### src/rtl/isp_bayer_pkg.sv
// Bayer pattern constants, channel select and colour-bar palette shared by the
// re-mosaic and demosaic stages.
package isp_bayer_pkg;

  localparam logic [1:0] BAYER_RGGB = 2'd0;
  localparam logic [1:0] BAYER_GRBG = 2'd1;
  localparam logic [1:0] BAYER_GBRG = 2'd2;
  localparam logic [1:0] BAYER_BGGR = 2'd3;

  localparam int CNT_W = 12;

  typedef enum logic [1:0] {
    CH_R = 2'd0,
    CH_G = 2'd1,
    CH_B = 2'd2
  } bayer_ch_e;

  typedef struct packed {
    logic [7:0] r;
    logic [7:0] g;
    logic [7:0] b;
  } rgb_t;

  // pat[0] flips the column phase, pat[1] flips the row phase.
  function automatic bayer_ch_e bayer_ch(input logic x0, input logic y0,
                                         input logic [1:0] pat);
    logic cx, ry;
    cx = x0 ^ pat[0];
    ry = y0 ^ pat[1];
    if (!cx && !ry)     return CH_R;
    else if (cx && ry)  return CH_B;
    else                return CH_G;
  endfunction

  // White, yellow, cyan, green, magenta, red, blue, black.
  function automatic rgb_t colorbar_rgb(input logic [2:0] idx);
    rgb_t c;
    case (idx)
      3'd0:    c = '{r: 8'hFF, g: 8'hFF, b: 8'hFF};
      3'd1:    c = '{r: 8'hFF, g: 8'hFF, b: 8'h00};
      3'd2:    c = '{r: 8'h00, g: 8'hFF, b: 8'hFF};
      3'd3:    c = '{r: 8'h00, g: 8'hFF, b: 8'h00};
      3'd4:    c = '{r: 8'hFF, g: 8'h00, b: 8'hFF};
      3'd5:    c = '{r: 8'hFF, g: 8'h00, b: 8'h00};
      3'd6:    c = '{r: 8'h00, g: 8'h00, b: 8'hFF};
      default: c = '{r: 8'h00, g: 8'h00, b: 8'h00};
    endcase
    return c;
  endfunction

endpackage

### src/rtl/rgb2raw_colorbar.sv
// Eight-bar colour generator; bar width is H_ACTIVE/8 with the last bar
// absorbing the remainder. Built only when RGB2RAW_COLORBAR_EN is defined.
module rgb2raw_colorbar
  import isp_bayer_pkg::*;
#(
  parameter int H_ACTIVE = 640
) (
  input  logic       Clk,
  input  logic       Rst,
  input  logic       advance,
  input  logic       line_end,
  input  logic       Frame_Sync,
  output logic [7:0] bar_r,
  output logic [7:0] bar_g,
  output logic [7:0] bar_b
);

  // Narrow test lines (< 8 pixels) still step one bar per pixel.
  localparam int               BW      = (H_ACTIVE / 8 < 1) ? 1 : H_ACTIVE / 8;
  localparam logic [CNT_W-1:0] BW_LAST = CNT_W'(BW - 1);

  logic [CNT_W-1:0] wcnt_q, wcnt_d, wcnt_e;
  logic [2:0]       bar_q, bar_d, bar_e;
  rgb_t             col;

  // A Frame_Sync pixel is the first pixel of a line, so it sees bar 0.
  assign wcnt_e = Frame_Sync ? '0 : wcnt_q;
  assign bar_e  = Frame_Sync ? '0 : bar_q;

  assign col   = colorbar_rgb(bar_e);
  assign bar_r = col.r;
  assign bar_g = col.g;
  assign bar_b = col.b;

  always_comb begin
    wcnt_d = wcnt_q;
    bar_d  = bar_q;
    if (advance) begin
      if (line_end) begin
        wcnt_d = '0;
        bar_d  = '0;
      end else if (wcnt_e == BW_LAST) begin
        wcnt_d = '0;
        bar_d  = (bar_e == 3'd7) ? 3'd7 : bar_e + 3'd1;
      end else begin
        wcnt_d = wcnt_e + 1'b1;
        bar_d  = bar_e;
      end
    end else if (Frame_Sync) begin
      wcnt_d = '0;
      bar_d  = '0;
    end
  end

  always_ff @(posedge Clk) begin
    if (Rst) begin
      wcnt_q <= '0;
      bar_q  <= '0;
    end else begin
      wcnt_q <= wcnt_d;
      bar_q  <= bar_d;
    end
  end

endmodule

### src/rtl/rgb2raw_mosaic.sv
// Demand-driven RGB -> 8-bit Bayer RAW re-mosaic with 1-cycle latency.
// Define RGB2RAW_COLORBAR_EN to replace the RGB inputs with internal colour bars.
module rgb2raw_mosaic
  import isp_bayer_pkg::*;
#(
  parameter int         H_ACTIVE  = 640,
  parameter int         V_ACTIVE  = 480,
  parameter logic [1:0] BAYER_PAT = BAYER_RGGB
) (
  input  logic       Clk,
  input  logic       Rst,
  input  logic       Frame_Sync,
  input  logic       DoutReq,
  output logic       DinReq,
  input  logic [7:0] RED,
  input  logic [7:0] GREEN,
  input  logic [7:0] BLUE,
  output logic [7:0] RAW_Data,
  output logic       RAW_Valid,
  output logic       Xaddr,
  output logic       Yaddr,
  output logic       Line_End,
  output logic       Frame_End
);

  localparam logic [CNT_W-1:0] X_LAST = CNT_W'(H_ACTIVE - 1);
  localparam logic [CNT_W-1:0] Y_LAST = CNT_W'(V_ACTIVE - 1);

  logic [CNT_W-1:0] x_q, x_d, y_q, y_d;
  logic [CNT_W-1:0] x_e, y_e;
  logic             line_last, frame_last;
  logic [7:0]       data_q, data_d;
  logic             valid_q, xaddr_q, xaddr_d, yaddr_q, yaddr_d;
  logic             le_q, le_d, fe_q, fe_d;
  logic [7:0]       pix_r, pix_g, pix_b;

  assign DinReq = DoutReq;

  // Frame_Sync relabels the pixel accepted on the same edge as (0,0).
  assign x_e        = Frame_Sync ? '0 : x_q;
  assign y_e        = Frame_Sync ? '0 : y_q;
  assign line_last  = (x_e == X_LAST);
  assign frame_last = line_last && (y_e == Y_LAST);

`ifdef RGB2RAW_COLORBAR_EN
  logic unused_rgb;
  assign unused_rgb = ^{RED, GREEN, BLUE};

  rgb2raw_colorbar #(
    .H_ACTIVE (H_ACTIVE)
  ) u_colorbar (
    .Clk        (Clk),
    .Rst        (Rst),
    .advance    (DoutReq),
    .line_end   (line_last),
    .Frame_Sync (Frame_Sync),
    .bar_r      (pix_r),
    .bar_g      (pix_g),
    .bar_b      (pix_b)
  );
`else
  assign pix_r = RED;
  assign pix_g = GREEN;
  assign pix_b = BLUE;
`endif

  always_comb begin
    x_d     = x_q;
    y_d     = y_q;
    data_d  = data_q;
    xaddr_d = xaddr_q;
    yaddr_d = yaddr_q;
    le_d    = 1'b0;
    fe_d    = 1'b0;
    if (DoutReq) begin
      case (bayer_ch(x_e[0], y_e[0], BAYER_PAT))
        CH_R:    data_d = pix_r;
        CH_B:    data_d = pix_b;
        default: data_d = pix_g;
      endcase
      xaddr_d = x_e[0];
      yaddr_d = y_e[0];
      le_d    = line_last;
      fe_d    = frame_last;
      if (line_last) begin
        x_d = '0;
        y_d = (y_e == Y_LAST) ? '0 : y_e + 1'b1;
      end else begin
        x_d = x_e + 1'b1;
        y_d = y_e;
      end
    end else if (Frame_Sync) begin
      x_d = '0;
      y_d = '0;
    end
  end

  always_ff @(posedge Clk) begin
    if (Rst) begin
      x_q     <= '0;
      y_q     <= '0;
      data_q  <= '0;
      valid_q <= 1'b0;
      xaddr_q <= 1'b0;
      yaddr_q <= 1'b0;
      le_q    <= 1'b0;
      fe_q    <= 1'b0;
    end else begin
      x_q     <= x_d;
      y_q     <= y_d;
      data_q  <= data_d;
      valid_q <= DoutReq;
      xaddr_q <= xaddr_d;
      yaddr_q <= yaddr_d;
      le_q    <= le_d;
      fe_q    <= fe_d;
    end
  end

  assign RAW_Data  = data_q;
  assign RAW_Valid = valid_q;
  assign Xaddr     = xaddr_q;
  assign Yaddr     = yaddr_q;
  assign Line_End  = le_q;
  assign Frame_End = fe_q;

endmodule

### config.mk
export PLATFORM = sky130hd
export DESIGN_NAME = rgb2raw_mosaic
export DESIGN_NICKNAME = d
export VERILOG_FILES = /design/src/rtl/isp_bayer_pkg.sv /design/src/rtl/rgb2raw_colorbar.sv /design/src/rtl/rgb2raw_mosaic.sv
export SDC_FILE = /design/constraint.sdc
export NUM_CORES = 1
export LEC_CHECK = 0
export CORE_UTILIZATION = 60
export DETAILED_ROUTE_END_ITERATION = 16
export DONT_BUFFER_PORTS = 1
export PLACE_DENSITY = 0.76
export SETUP_SLACK_MARGIN = 0.2
export SYNTH_ARGS = -nofsm -noshare
export SYNTH_HDL_FRONTEND = slang
export SYNTH_SLANG_ARGS = --single-unit
### constraint.sdc
create_clock -name Clk -period 5.52 [get_ports Clk]
set_input_delay 0.552 -clock Clk [delete_from_list [all_inputs] [get_ports Clk]]
set_output_delay 0.552 -clock Clk [all_outputs]
set_load 0.03 [all_outputs]
==> impl_metrics.json, run 1 <==
{
  "clk_latency_ns": 0.34,
  "power-per-cell-area_mw_per_mm2": 268,
  "finClkSkew_ns": 0.0104,
  "cts_hold_buf": 0,
  "crit_buf_inv": 1,
  "core_area_sq_mm": 0.00303,
  "h-tree-depth": 2,
  "insertedDiodeCount": 0,
  "cp.required_ns": 5.75,
  "syn_avg_cell_area_sq_um": 8.16,
  "netlist.area_leader.share_pct": 38.8,
  "power_frac_seq_pct": 52.7,
  "setup_tns_ns": 0,
  "power.switching_w": 0.000115,
  "final_area_sq_mm": 0.00201,
  "ys_async_sr_fraction_pct": 0,
  "grt_pass1_vias": 1563,
  "wl_per_cell_um": 14.9,
  "viasPerCell": 6.06,
  "final_max_slew_viol_count": 0,
  "crit_type": "register to register",
  "clockPowerShare_pct": 43.3,
  "maxCapViolCount": 0,
  "syn-num-nets": 266,
  "syn_area_sq_mm": 0.00191,
  "p_sw_share_pct": 21.4,
  "antenna_found_initial": 0,
  "setup_viol": 0,
  "fp-row-count": 20,
  "cts_root_buffer": "clkbuf_4",
  "first_pass_iters": 4,
  "internal-power_w": 0.000423,
  "synth_area_leaders": "dfxtp_1 (39%), mux2i_1 (5.8%), nor2_1 (5.7%)",
  "yosysMostFrequentCell": "dfxtp_1",
  "cts_buffer_depth": 2,
  "cts_resized": 0,
  "post-cts-setup-buffer-count": 0,
  "regArea_sq_um": 741,
  "finalCriticalPeriod_ns": 2.48,
  "ir_worst_vdd_mv": 0.173,
  "synthCells": 234,
  "io_pins": 42,
  "p_leak_nw": 0.689,
  "grt_first_pass_wirelength_um": 6850,
  "dieArea_sq_mm": 0.00341,
  "slew_headroom_pct": 68.3,
  "critPathArrivalTime_ns": 2.71,
  "synth_commonest_cells": "dfxtp_1 (37), nor2_1 (29), nand2_1 (25)",
  "slowest_delay_ns": 0.80,
  "drtIter0Drc": 99,
  "cts-buffers-inserted": 5,
  "max_slew.worst_pin.slew_ns": 0.473,
  "area_growth_pct": 5.24,
  "clkTransAtPathRegs_ns": 0.12,
  "route.final.wire_length_um": 4040,
  "vias": 1649,
  "fmaxAchievable_ghz": 0.403,
  "slowest_stage": "or4_1",
  "endpoint_kind": "register",
  "placedInstanceArea_sq_mm": 0.00191,
  "ant_nets": 0,
  "ys_types": 41,
  "synth-main-ff-cell": "dfxtp_1",
  "p_comb_share_pct": 4.0,
  "multiInputGateArea_sq_mm": 0.00106,
  "path_cells": "nand2_1 -> inv_1 -> ha_1 -> nand3_1 -> or4_1 -> o311ai_0 -> o41ai_1",
  "grt-ovfl-total": 0,
  "fin_cells": 272,
  "grt_use_total_pct": 25.9,
  "synth-seq-cells": 37,
  "post_route_cells_drive_above_1_share_pct": 5.70,
  "yosysSeqAreaShare_pct": 38.8,
  "die_w_um": 58.4,
  "grt_max_degree": 29,
  "rsz0062_at_grt": "no",
  "start_kind": "register",
  "initial_core_util_pct": 63.1,
  "crit_fanout": 11,
  "yosys_warnings": 0,
  "cts_sinks": 37,
  "synth-edff-count": 0,
  "hold_path_class": "input pin to register",
  "fill_cells": 255,
  "io_buffers": 0,
  "dp_hpwl_um": 2860,
  "dp_cells": 264,
  "status": "finished, final reports clean",
  "critical_path.top_delay_family": "simple AND/OR/NAND/NOR gates",
  "finalHoldViolCount": 0,
  "total_power_w": 0.000539,
  "synth_top_area_cell": "dfxtp_1",
  "cts_tree": "built",
  "gp_congestion": 0.871,
  "fin_nets": 259,
  "fin_crit_sh_pct": 45.0,
  "die_h_um": 58.4,
  "drc": 0
}
## final timing paths
kind / slack, ns / depth (start not counted) / startpoint / endpoint
worst max-delay path: 3.04 / 7 / x_q[0]$_SDFF_PP0_ / y_q[8]$_SDFF_PP0_
worst min-delay path: 0.26 / 1 / Rst / RAW_Valid$_SDFF_PP0_
worst max register to register: 3.04 / 7 / x_q[0]$_SDFF_PP0_ / y_q[8]$_SDFF_PP0_
worst min register to register: 0.50 / 2 / x_q[11]$_SDFF_PP0_ / x_q[11]$_SDFF_PP0_
## layout by cell type, fill, tap and decap left out, types with 6 or more instances in the layout
cell / netlist / routed
dfxtp_1: 37 / 37
nand3_1: 6 / 6
xnor2_1: 9 / 9
a21oi_1: 10 / 10
mux2i_1: 11 / 11
nor2_1: 29 / 29
o21ai_0: 12 / 12
inv_1: 11 / 11
nand2_1: 25 / 25
a22oi_1: 8 / 8
## state kept, by name (all words and copies together), names as in the netlist
register	flops
Xaddr	1
Yaddr	1
x_q	12
RAW_Valid	1
Frame_End	1
Line_End	1
RAW_Data	8
y_q	12
## through the flow
stage                     setup WS [ns]  utilization [%]  hold WS (ns)
after global placement             2.86             63.0         0.461
final                              3.04             66.4         0.258
after floorplan                    3.14                -         0.447
after detailed placement           2.72             63.0         0.483
after global routing               2.84             66.4         0.227
after CTS                          3.03             66.4         0.252
## power by group through the flow
stage	Sequential [W]	Clock, W	Combinational, W
after CTS	0.000284	0.000235	0.0000216
after detailed placement	0.000290	0	0.0000216
final	0.000284	0.000233	0.0000215
after global placement	0.000290	0	0.0000201
after floorplan	0.000289	0	0.0000253
after global routing	0.000285	0.000247	0.0000248
## per-layer routing
layer,track usage (%),wire length (um),part of all wire [%],vias up
met3,6.81,177,4.4,5
met1,31.1,1790,44,788
met2,45.5,2040,50,41
met4,7.48,40,0.99,0
li1,-,-,-,815
met5,0,0,0,-
## cell families after synthesis
logic type	after synthesis	synth area share (%)
buffers and inverters	26	5.57
multiplexers	11	5.77
adder cells (fa/ha/maj)	4	2.62
XOR/XNOR	9	4.13
flip-flops	37	38.8
AO/OA/AOI/OAI	47	15.9
AND/OR/NAND/NOR	100	27.2
## final cells by class
type | instances | share of cell area (%)
inverters | 11 | 2.05
well taps | 44 | 2.74
repair buffers | 1 | 0.374
clock inverters | 3 | 3.24
clock buffers | 5 | 1.87
multi-input cells | 171 | 52.9
flip-flops and latches | 37 | 36.9
No activity file was read; power rests on OpenSTA's default activity.
==> run 2, diff against run 1 <==
clock period = 2.3 ns   (was 5.52 ns; I/O delays follow)
==> impl_metrics.json, run 2 (same netlist as run 1, synthesis figures left out) <==
{
  "status": "finished, final reports clean",
  "setup_tns_ns": 0,
  "cp.required_ns": 2.62,
  "grt_first_pass_wirelength_um": 7290,
  "ir_worst_vdd_mv": 0.661,
  "cts_root_buffer": "clkbuf_4",
  "route.final.wire_length_um": 4410,
  "grt_use_total_pct": 28.6,
  "cts_sinks": 37,
  "finalCriticalPeriod_ns": 2.05,
  "hold_path_class": "input pin to register",
  "fp-row-count": 20,
  "final_common_cell": "dfxtp_1",
  "placedInstanceArea_sq_mm": 0.00193,
  "fin_nets": 267,
  "gp_congestion": 0.862,
  "initial_core_util_pct": 63.1,
  "max_slew.worst_pin.slew_ns": 0.948,
  "start_kind": "register",
  "fmaxAchievable_ghz": 0.489,
  "insertedDiodeCount": 0,
  "antenna_found_initial": 0,
  "crit_type": "register to register",
  "cts_buffer_depth": 2,
  "maxCapViolCount": 0,
  "fin_crit_sh_pct": 88.9,
  "die_w_um": 58.4,
  "post_route_cells_drive_above_1_share_pct": 12.3,
  "cts_tree": "built",
  "drc": 0,
  "cts-buffers-inserted": 5,
  "p_leak_nw": 0.757,
  "grt_pass1_vias": 1689,
  "drtIter0Drc": 172,
  "grt-ovfl-total": 0,
  "final_max_slew_viol_count": 0,
  "wl_per_cell_um": 15.7,
  "critPathArrivalTime_ns": 2.37,
  "rsz0062_at_grt": "yes",
  "vias": 1665,
  "final_area_sq_mm": 0.00213,
  "endpoint_kind": "register",
  "setup_viol": 0,
  "io_buffers": 0,
  "setup_ws_ns": 0.255,
  "clk_latency_ns": 0.37,
  "r2r_setup_slack_ns": 0.25,
  "dieArea_sq_mm": 0.00341,
  "dp_hpwl_um": 2880,
  "slew_headroom_pct": 36.6,
  "finClkSkew_ns": 0.0231,
  "area_growth_pct": 11.8,
  "io_pins": 42,
  "viasPerCell": 5.95,
  "die_h_um": 58.4,
  "clkTransAtPathRegs_ns": 0.13,
  "finalHoldViolCount": 0,
  "power-per-cell-area_mw_per_mm2": 614,
  "crit_fanout": 8,
  "first_pass_iters": 5,
  "place_ws_ns": 0.176,
  "h-tree-depth": 2,
  "grt_max_degree": 25,
  "core_area_sq_mm": 0.00303,
  "final_cell_mix": "dfxtp_1 (37), nor2_1 (29), nand2_1 (24), o21ai_0 (11), mux2i_1 (11)",
  "ant_nets": 0
}
## run 2: changes by cell type in the layout (fill, tap and decap cells not counted), sizes merged
cell,delta
dlygate4sd3,+2
buf,+6
## run 2: worst paths after layout
path | start | to | cells past startpoint
worst max-delay path | x_q[8]$_SDFF_PP0_ | y_q[10]$_SDFF_PP0_ | 4
worst min-delay path | DoutReq | Xaddr$_SDFFE_PP0P_ | 2
worst max register to register | x_q[8]$_SDFF_PP0_ | y_q[10]$_SDFF_PP0_ | 4
worst min register to register | x_q[11]$_SDFF_PP0_ | x_q[11]$_SDFF_PP0_ | 2
## run 2: where the power goes
| part | switching (W) | leakage [nW] | total [W] | internal, W |
|---|---|---|---|---|
| logic | 0.0000340 | 0.402 | 0.0000626 | 0.0000286 |
| clock network | 0.000231 | 0.0552 | 0.000567 | 0.000336 |
| registers | 0.0000285 | 0.300 | 0.000681 | 0.000653 |
## run 2: layout make-up
class	count	area (sq um)
clock buffer	5	37.5
clock inverter	3	65.1
fill	250	893
inverter	11	41.3
multi-input combinational	171	1120
sequential	37	741
tap	44	55.1
timing repair buffer	9	72.6
## run 2: critical path: stages (launching register included)
cell	delay, ns
dfxtp_1	0.35
or3b_2	0.50
or3_4	0.43
or4b_1	0.55
a21oi_2	0.15
## run 2: per-layer routing
layer / wire length, um / share of wire [%] / track usage, %
met5: 0 / 0 / 0
met4: 91 / 2.1 / 15.6
met3: 296 / 6.7 / 8.13
met2: 2190 / 50 / 46.3
met1: 1830 / 42 / 34.2
## run 2: stage by stage
stage | util [%] | total power (W) | cells | hold slack (ns)
3_3_place_gp | 63.7 | 0.000744 | 267 | 0.303
5_1_grt | 70.5 | 0.00135 | 280 | 0.00297
3_5_place_dp | 63.7 | 0.000748 | 267 | 0.305
4_1_cts | 67.9 | 0.00132 | 277 | 0.0107
2_1_floorplan | - | 0.000755 | 234 | 0.447
6_report | 70.5 | 0.00131 | 280 | 0.0170
## run 2: repair_timing
| item | 4_1_cts | 5_1_grt |
|---|---|---|
| setup endpoints to repair | 1 | 11 |
| hold buffers | 2 | 0 |
| resized for setup | 2 | 12 |
| pin swaps | 0 | 2 |
| hold endpoints to repair | 24 | 0 |
| buffers inserted | 0 | 3 |
